--- src/rtl/riscv_ctrl_pkg.sv ---
// Shared definitions for the core pipeline sequencer: state encoding,
// default timing constants and a counter-width helper.
package riscv_ctrl_pkg;

  typedef enum logic [1:0] {
    BOOT     = 2'd0,
    RUN      = 2'd1,
    REDIRECT = 2'd2,
    MEM_WAIT = 2'd3
  } ctrl_state_t;

  localparam int DEF_BOOT_CYCLES      = 4;
  localparam int DEF_REDIRECT_BUBBLES = 1;
  localparam int DEF_MEM_TIMEOUT      = 255;

  // Bits needed to hold 0..max_val, never less than one bit.
  function automatic int cnt_width(input int max_val);
    if (max_val < 1) return 1;
    return $clog2(max_val + 1);
  endfunction

endpackage

--- src/rtl/sat_counter.sv ---
// Saturating up-counter. 'done' reports whether the value the counter
// takes at the next edge has reached 'target', so a caller can leave a
// state on the same edge the count lands on its terminal value.
module sat_counter #(
  parameter int WIDTH = 8,
  parameter int LIMIT = 255
) (
  input  logic             clk,
  input  logic             rst,
  input  logic             clear,
  input  logic             enable,
  input  logic [WIDTH-1:0] target,
  output logic             done
);

  logic [WIDTH-1:0] count_q;
  logic [WIDTH-1:0] count_d;

  // Next count: clear wins, otherwise step up until LIMIT and hold there.
  always_comb begin
    count_d = count_q;
    if (clear) begin
      count_d = '0;
    end else if (enable && (count_q < WIDTH'(LIMIT))) begin
      count_d = count_q + WIDTH'(1);
    end
  end

  assign done = (count_d >= target);

  // Count register.
  always_ff @(posedge clk or posedge rst) begin
    if (rst) begin
      count_q <= '0;
    end else begin
      count_q <= count_d;
    end
  end

endmodule

--- src/rtl/pipeline_ctrl.sv ---
// Sequencer for the IF -> EX -> WB core. Owns the EX/WB valid bits, PC
// stall/redirect and the data-memory request, inserting bubbles for boot,
// taken jumps, fetch misses and data-memory back-pressure.
// Optional build macro: PIPELINE_CTRL_PERF_EN adds stall/redirect counters.
module pipeline_ctrl
  import riscv_ctrl_pkg::*;
#(
  parameter int BOOT_CYCLES      = DEF_BOOT_CYCLES,
  parameter int REDIRECT_BUBBLES = DEF_REDIRECT_BUBBLES,
  parameter int MEM_TIMEOUT      = DEF_MEM_TIMEOUT
) (
  input  logic        clk,
  input  logic        rst,
  input  logic        imem_valid,
  input  logic        ex_do_jump,
  input  logic        ex_mem_req,
  input  logic        dmem_ready,
  output logic        pc_stall,
  output logic        pc_redirect,
  output logic        ex_en,
  output logic        ex_valid,
  output logic        wb_valid,
  output logic        dmem_req,
  output logic        mem_timeout
`ifdef PIPELINE_CTRL_PERF_EN
  ,
  output logic [31:0] perf_stall_cycles,
  output logic [31:0] perf_redirects
`endif
);

  // One counter serves both boot and redirect since they never overlap.
  localparam int SEQ_MAX = (BOOT_CYCLES > REDIRECT_BUBBLES) ? BOOT_CYCLES : REDIRECT_BUBBLES;
  localparam int SEQ_W   = cnt_width(SEQ_MAX);
  localparam int WAIT_W  = cnt_width(MEM_TIMEOUT);
  localparam bit TIMEOUT_ON = (MEM_TIMEOUT != 0);

  ctrl_state_t state_q, state_d;
  logic        ex_valid_q, ex_valid_d;
  logic        wb_valid_q, wb_valid_d;
  logic        timeout_q;
  logic        seq_clear, seq_en, seq_done;
  logic        wait_done;
  logic        mem_stall;
  logic [SEQ_W-1:0] seq_target;

  assign seq_target = (state_q == BOOT) ? SEQ_W'(BOOT_CYCLES) : SEQ_W'(REDIRECT_BUBBLES);

  sat_counter #(
    .WIDTH (SEQ_W),
    .LIMIT (SEQ_MAX)
  ) u_seq_cnt (
    .clk    (clk),
    .rst    (rst),
    .clear  (seq_clear),
    .enable (seq_en),
    .target (seq_target),
    .done   (seq_done)
  );

  sat_counter #(
    .WIDTH (WAIT_W),
    .LIMIT (MEM_TIMEOUT)
  ) u_wait_cnt (
    .clk    (clk),
    .rst    (rst),
    .clear  (state_q != MEM_WAIT),
    .enable (state_q == MEM_WAIT),
    .target (WAIT_W'(MEM_TIMEOUT)),
    .done   (wait_done)
  );

  // Next-state and per-cycle pipeline controls. A memory stall outranks a
  // jump; on memory release the PC advances like a normal cycle so the
  // instruction loaded into EX is not fetched twice.
  always_comb begin
    state_d     = state_q;
    pc_stall    = 1'b0;
    pc_redirect = 1'b0;
    ex_en       = 1'b1;
    dmem_req    = 1'b0;
    ex_valid_d  = ex_valid_q;
    wb_valid_d  = 1'b0;
    seq_clear   = 1'b0;
    seq_en      = 1'b0;
    mem_stall   = 1'b0;
    unique case (state_q)
      BOOT: begin
        pc_stall   = 1'b1;
        ex_valid_d = 1'b0;
        seq_en     = 1'b1;
        if (seq_done) state_d = RUN;
      end
      RUN: begin
        dmem_req  = ex_valid_q & ex_mem_req;
        mem_stall = ex_valid_q & ex_mem_req & ~dmem_ready;
        if (mem_stall) begin
          state_d    = MEM_WAIT;
          pc_stall   = 1'b1;
          ex_en      = 1'b0;
          ex_valid_d = ex_valid_q;
          wb_valid_d = 1'b0;
        end else if (ex_valid_q && ex_do_jump) begin
          pc_redirect = 1'b1;
          pc_stall    = 1'b0;
          ex_valid_d  = 1'b0;
          wb_valid_d  = 1'b1;
          if (REDIRECT_BUBBLES != 0) begin
            state_d   = REDIRECT;
            seq_clear = 1'b1;
          end
        end else begin
          pc_stall   = ~imem_valid;
          ex_valid_d = imem_valid;
          wb_valid_d = ex_valid_q;
        end
      end
      REDIRECT: begin
        pc_stall   = ~imem_valid;
        ex_valid_d = 1'b0;
        wb_valid_d = ex_valid_q;
        seq_en     = imem_valid;
        if (seq_done) state_d = RUN;
      end
      MEM_WAIT: begin
        dmem_req   = 1'b1;
        pc_stall   = 1'b1;
        ex_en      = 1'b0;
        ex_valid_d = ex_valid_q;
        wb_valid_d = 1'b0;
        if (dmem_ready) begin
          wb_valid_d = 1'b1;
          ex_en      = 1'b1;
          ex_valid_d = imem_valid;
          pc_stall   = ~imem_valid;
          state_d    = RUN;
        end
      end
      default: begin
        state_d = BOOT;
      end
    endcase
  end

  // State, valid bits and the sticky memory-timeout flag.
  always_ff @(posedge clk or posedge rst) begin
    if (rst) begin
      state_q    <= BOOT;
      ex_valid_q <= 1'b0;
      wb_valid_q <= 1'b0;
      timeout_q  <= 1'b0;
    end else begin
      state_q    <= state_d;
      ex_valid_q <= ex_valid_d;
      wb_valid_q <= wb_valid_d;
      if (TIMEOUT_ON && wait_done) timeout_q <= 1'b1;
    end
  end

  assign ex_valid    = ex_valid_q;
  assign wb_valid    = wb_valid_q;
  assign mem_timeout = timeout_q;

`ifdef PIPELINE_CTRL_PERF_EN
  // Free-running event counters: stalls after boot and redirect pulses.
  always_ff @(posedge clk or posedge rst) begin
    if (rst) begin
      perf_stall_cycles <= '0;
      perf_redirects    <= '0;
    end else begin
      if (pc_stall && (state_q != BOOT)) perf_stall_cycles <= perf_stall_cycles + 32'd1;
      if (pc_redirect) perf_redirects <= perf_redirects + 32'd1;
    end
  end
`endif

endmodule
--- config.mk ---
export PLATFORM = sky130hd
export DESIGN_NAME = pipeline_ctrl
export DESIGN_NICKNAME = d
export VERILOG_FILES = /design/src/rtl/riscv_ctrl_pkg.sv /design/src/rtl/sat_counter.sv /design/src/rtl/pipeline_ctrl.sv
export SDC_FILE = /design/constraint.sdc
export NUM_CORES = 1
export LEC_CHECK = 0
export ABC_AREA = 1
export BUFFER_PORTS_ARGS = -buffer_cell sky130_fd_sc_hd__buf_4
export CAP_MARGIN = 0
export CORE_ASPECT_RATIO = 0.6
export CORE_MARGIN = 5
export CORE_UTILIZATION = 47
export DETAILED_ROUTE_END_ITERATION = 12
export PLACE_DENSITY = 0.67
export SYNTH_ARGS = -nofsm -noshare
export SYNTH_HDL_FRONTEND = slang
export SYNTH_SLANG_ARGS = --single-unit
--- constraint.sdc ---
create_clock -name clk -period 3.09 [get_ports clk]
set_input_delay 0.309 -clock clk [delete_from_list [all_inputs] [get_ports clk]]
set_output_delay 0.309 -clock clk [all_outputs]
set_load 0.005 [all_outputs]
==> results.txt <==
first-pass GRT wire length: 3880 microns
Worst Path Buf+Inv: 3
DR pass1 iterations: 4
CP max stage delay: 470 ps
sw power: 0.407 mW
largest net degree at the start of global routing: 17
die height: 46.5 microns
CTS tree: done
die area: 0.00329 sq mm
Max Freq: 490 MHz
Vias/cell: 4.83
commonest cells in the synthesized netlist: nand2_1 (45), inv_1 (27), dfrtp_1 (16)
area added between synthesis and finish: 17.5%
fin. max-slew vios: 0
post-synth top area share: 38.5%
P_int: 0.567 mW
Logic pwr share: 47.7%
htree depth: 1
Avg Inst Size Synth: 6.94 sq um
worst-path maximum fanout: 6
# DRC: 0
# IOs: 13
vias in the first global route: 894
slowest cell on the critical path: dfrtp_1
total CTS buffers: 3
mapped cell area: 0.00104 sq mm
Tot GR Track Use: 15.6%
Hold/Removal Path Class: input pin to async pin
ranking of synthesized cells by area: dfrtp_1 (38%), nand2_1 (16%), inv_1 (9.7%)
Worst Path Arrival: 2180 ps
Final Core Density: 57.4%
Yosys top cell by area: dfrtp_1
final wirelength: 2270 microns
CP required: 3230 ps
library cells used by synthesis: 21
ys async rst share: 100%
Die X: 70.8 microns
final hold viol count: 0
Clock Tree Buf Depth: 2
Clk network pwr share: 19.3%
setup TNS: 0 ps
Rel. slew slack: 58.4%
#FFs+latches synth: 16
Routed Antenna Nets: 0
fin crit period: 2040 ps
Seq/Total Area, Yosys: 38.5%
fin crit share: 66.1%
clock skew: 6.52 ps
number of port buffers: 12
final setup violation count: 0
initial drt markers: 25
Critical Path Start Type: flip-flop
Clock Sinks: 16
fill cell count: 202
prevailing post-synth register cell: dfrtp_1
maximum VDD drop: 0.576 mV
CP dominant cell by count: nand2_2
Largest delay share family, worst path: simple AND/OR/NAND/NOR gates
routability cong.: 0.831
Reg power frac: 33.0%
fin nets: 177
row cnt: 13
critical-path cell list: inv_2 > nor2_2 > nand3_2 > inv_1 > nor3b_1 > inv_1 > ha_1 > nor2_1 > nand2_2 > nand2_2 > nand2_2 > nand3_1 > nand2_1
Root Buffer: clkbuf_8
Post-synth EDFFs: 0
Net Sw Frac: 41.8%
P_leak: 0.647 nW
status: completed
# Max-Cap Violations: 0
final setup margin: 1050 ps
crit path capture type: flip-flop
Post-CTS Setup Inserts: 0
Cells after Synth: 150
drt wl/cell: 11.6 microns
actual slew at the worst max-slew pin: 623 ps
most frequent cell after synthesis: nand2_1
DP Worst Slack: 1040 ps
via count: 946
Ant. Diodes: 0
Total Power: 0.974 mW
Final HPWL DP: 1780 microns
Syn. warnings: 0
grt total ovfl: 0
Synth Net Count: 160
RSZ-0062 raised after global routing: false
antenna violations before repair: 0
critical path class: flip-flop to flip-flop
ratio of cells with drive above 1 in the final layout: 19.3%
Core Box Area: 0.00213 sq mm
CTS resizes: 0
number of hold buffers added after cts: 0
Starting Density: 48.9%
clk_lat worst skew: 250 ps
cell area power density: 796 mW/mm^2
CTS clock-pin slew for the worst setup and hold paths: 70 ps
-- power groups by stage --
stage          registers, mW  clock network, mW  logic, mW
5_1_grt                0.330              0.202      0.533
6_report               0.322              0.188      0.464
3_3_place_gp           0.323                  0      0.448
3_5_place_dp           0.324                  0      0.465
4_1_cts                0.321              0.191      0.469
2_1_floorplan          0.310                  0      0.333
-- metrics by stage --
step | cells | instance area (sq um) | hold slack (ps)
global placement | 192 | 1170 | 443
global route | 196 | 1220 | 209
CTS | 196 | 1220 | 160
detailed placement | 192 | 1170 | 434
finish | 196 | 1220 | 131
floorplan | 150 | 1040 | 223
-- layout by cell type (no fill, tap or decap) --
master and instances:
nand2_1 45, inv_1 27, dfrtp_1 16, nor2_1 15, nand3_1 12, buf_4 12
nand2_2 6, o21ai_0 4, nand4_1 4, ha_1 4, clkbuf_8 4, inv_2 3
nor2_2 2, nand3_2 2, a21oi_1 2, o2bb2ai_1 1, nor3b_1 1, nor2_4 1
o21ai_2 1, a21oi_2 1, nand3b_1 1, o211ai_1 1, o21a_1 1
-- cells by family (layout without fill, tap and decap cells) --
family / count (synthesis) / in the layout / share of synthesized area (%)
compound gates: 11 / 11 / 6.85
fa+ha+maj: 4 / 4 / 4.81
simple gates: 89 / 89 / 39.1
flops: 16 / 16 / 38.5
buf+inv: 30 / 46 / 10.8
-- flip-flops by register name, summed over array words and instances, names as in the netlist --
name,cells
ex_valid,1
mem_timeout,1
state_q,2
u_seq_cnt.count_q,3
u_wait_cnt.count_q,8
wb_valid,1
-- layout make-up --
| cell class | count | area, sq um | share of cell area (%) |
|---|---|---|---|
| Multi-Input combinational cell | 104 | 528 | 43.1 |
| Inverter | 30 | 113 | 9.20 |
| Tap cell | 30 | 37.5 | 3.07 |
| Timing Repair Buffer | 12 | 90.1 | 7.36 |
| Clock buffer | 4 | 55.1 | 4.50 |
| Sequential cell | 16 | 400 | 32.7 |
-- final timing paths --
path	end	slack (ps)	start	depth (start not counted)
min reg2reg	mem_timeout$_DFFE_PP0P_	500	mem_timeout$_DFFE_PP0P_	2
max in group asynchronous	u_seq_cnt.count_q[1]$_DFF_PP0_	2550	rst	2
min	u_wait_cnt.count_q[7]$_DFF_PP0_	130	rst	2
max	state_q[1]$_DFFE_PP0P_	1050	state_q[0]$_DFFE_PP0P_	13
max reg2reg	state_q[1]$_DFFE_PP0P_	1050	state_q[0]$_DFFE_PP0P_	13
min in group clk	wb_valid$_DFF_PP0_	370	dmem_ready	3
-- per-layer routing --
| metal | part of all wire (%) | track usage [%] | vias up | wire length (microns) |
|---|---|---|---|---|
| li1 | - | - | 499 | - |
| met1 | 53 | 21.0 | 426 | 1200 |
| met2 | 41 | 24.9 | 19 | 935 |
| met3 | 4.9 | 5.23 | 2 | 112 |
| met4 | 0.75 | 3.37 | 0 | 17 |
| met5 | 0 | 0 | - | 0 |
(Power assumes the default switching activity.)
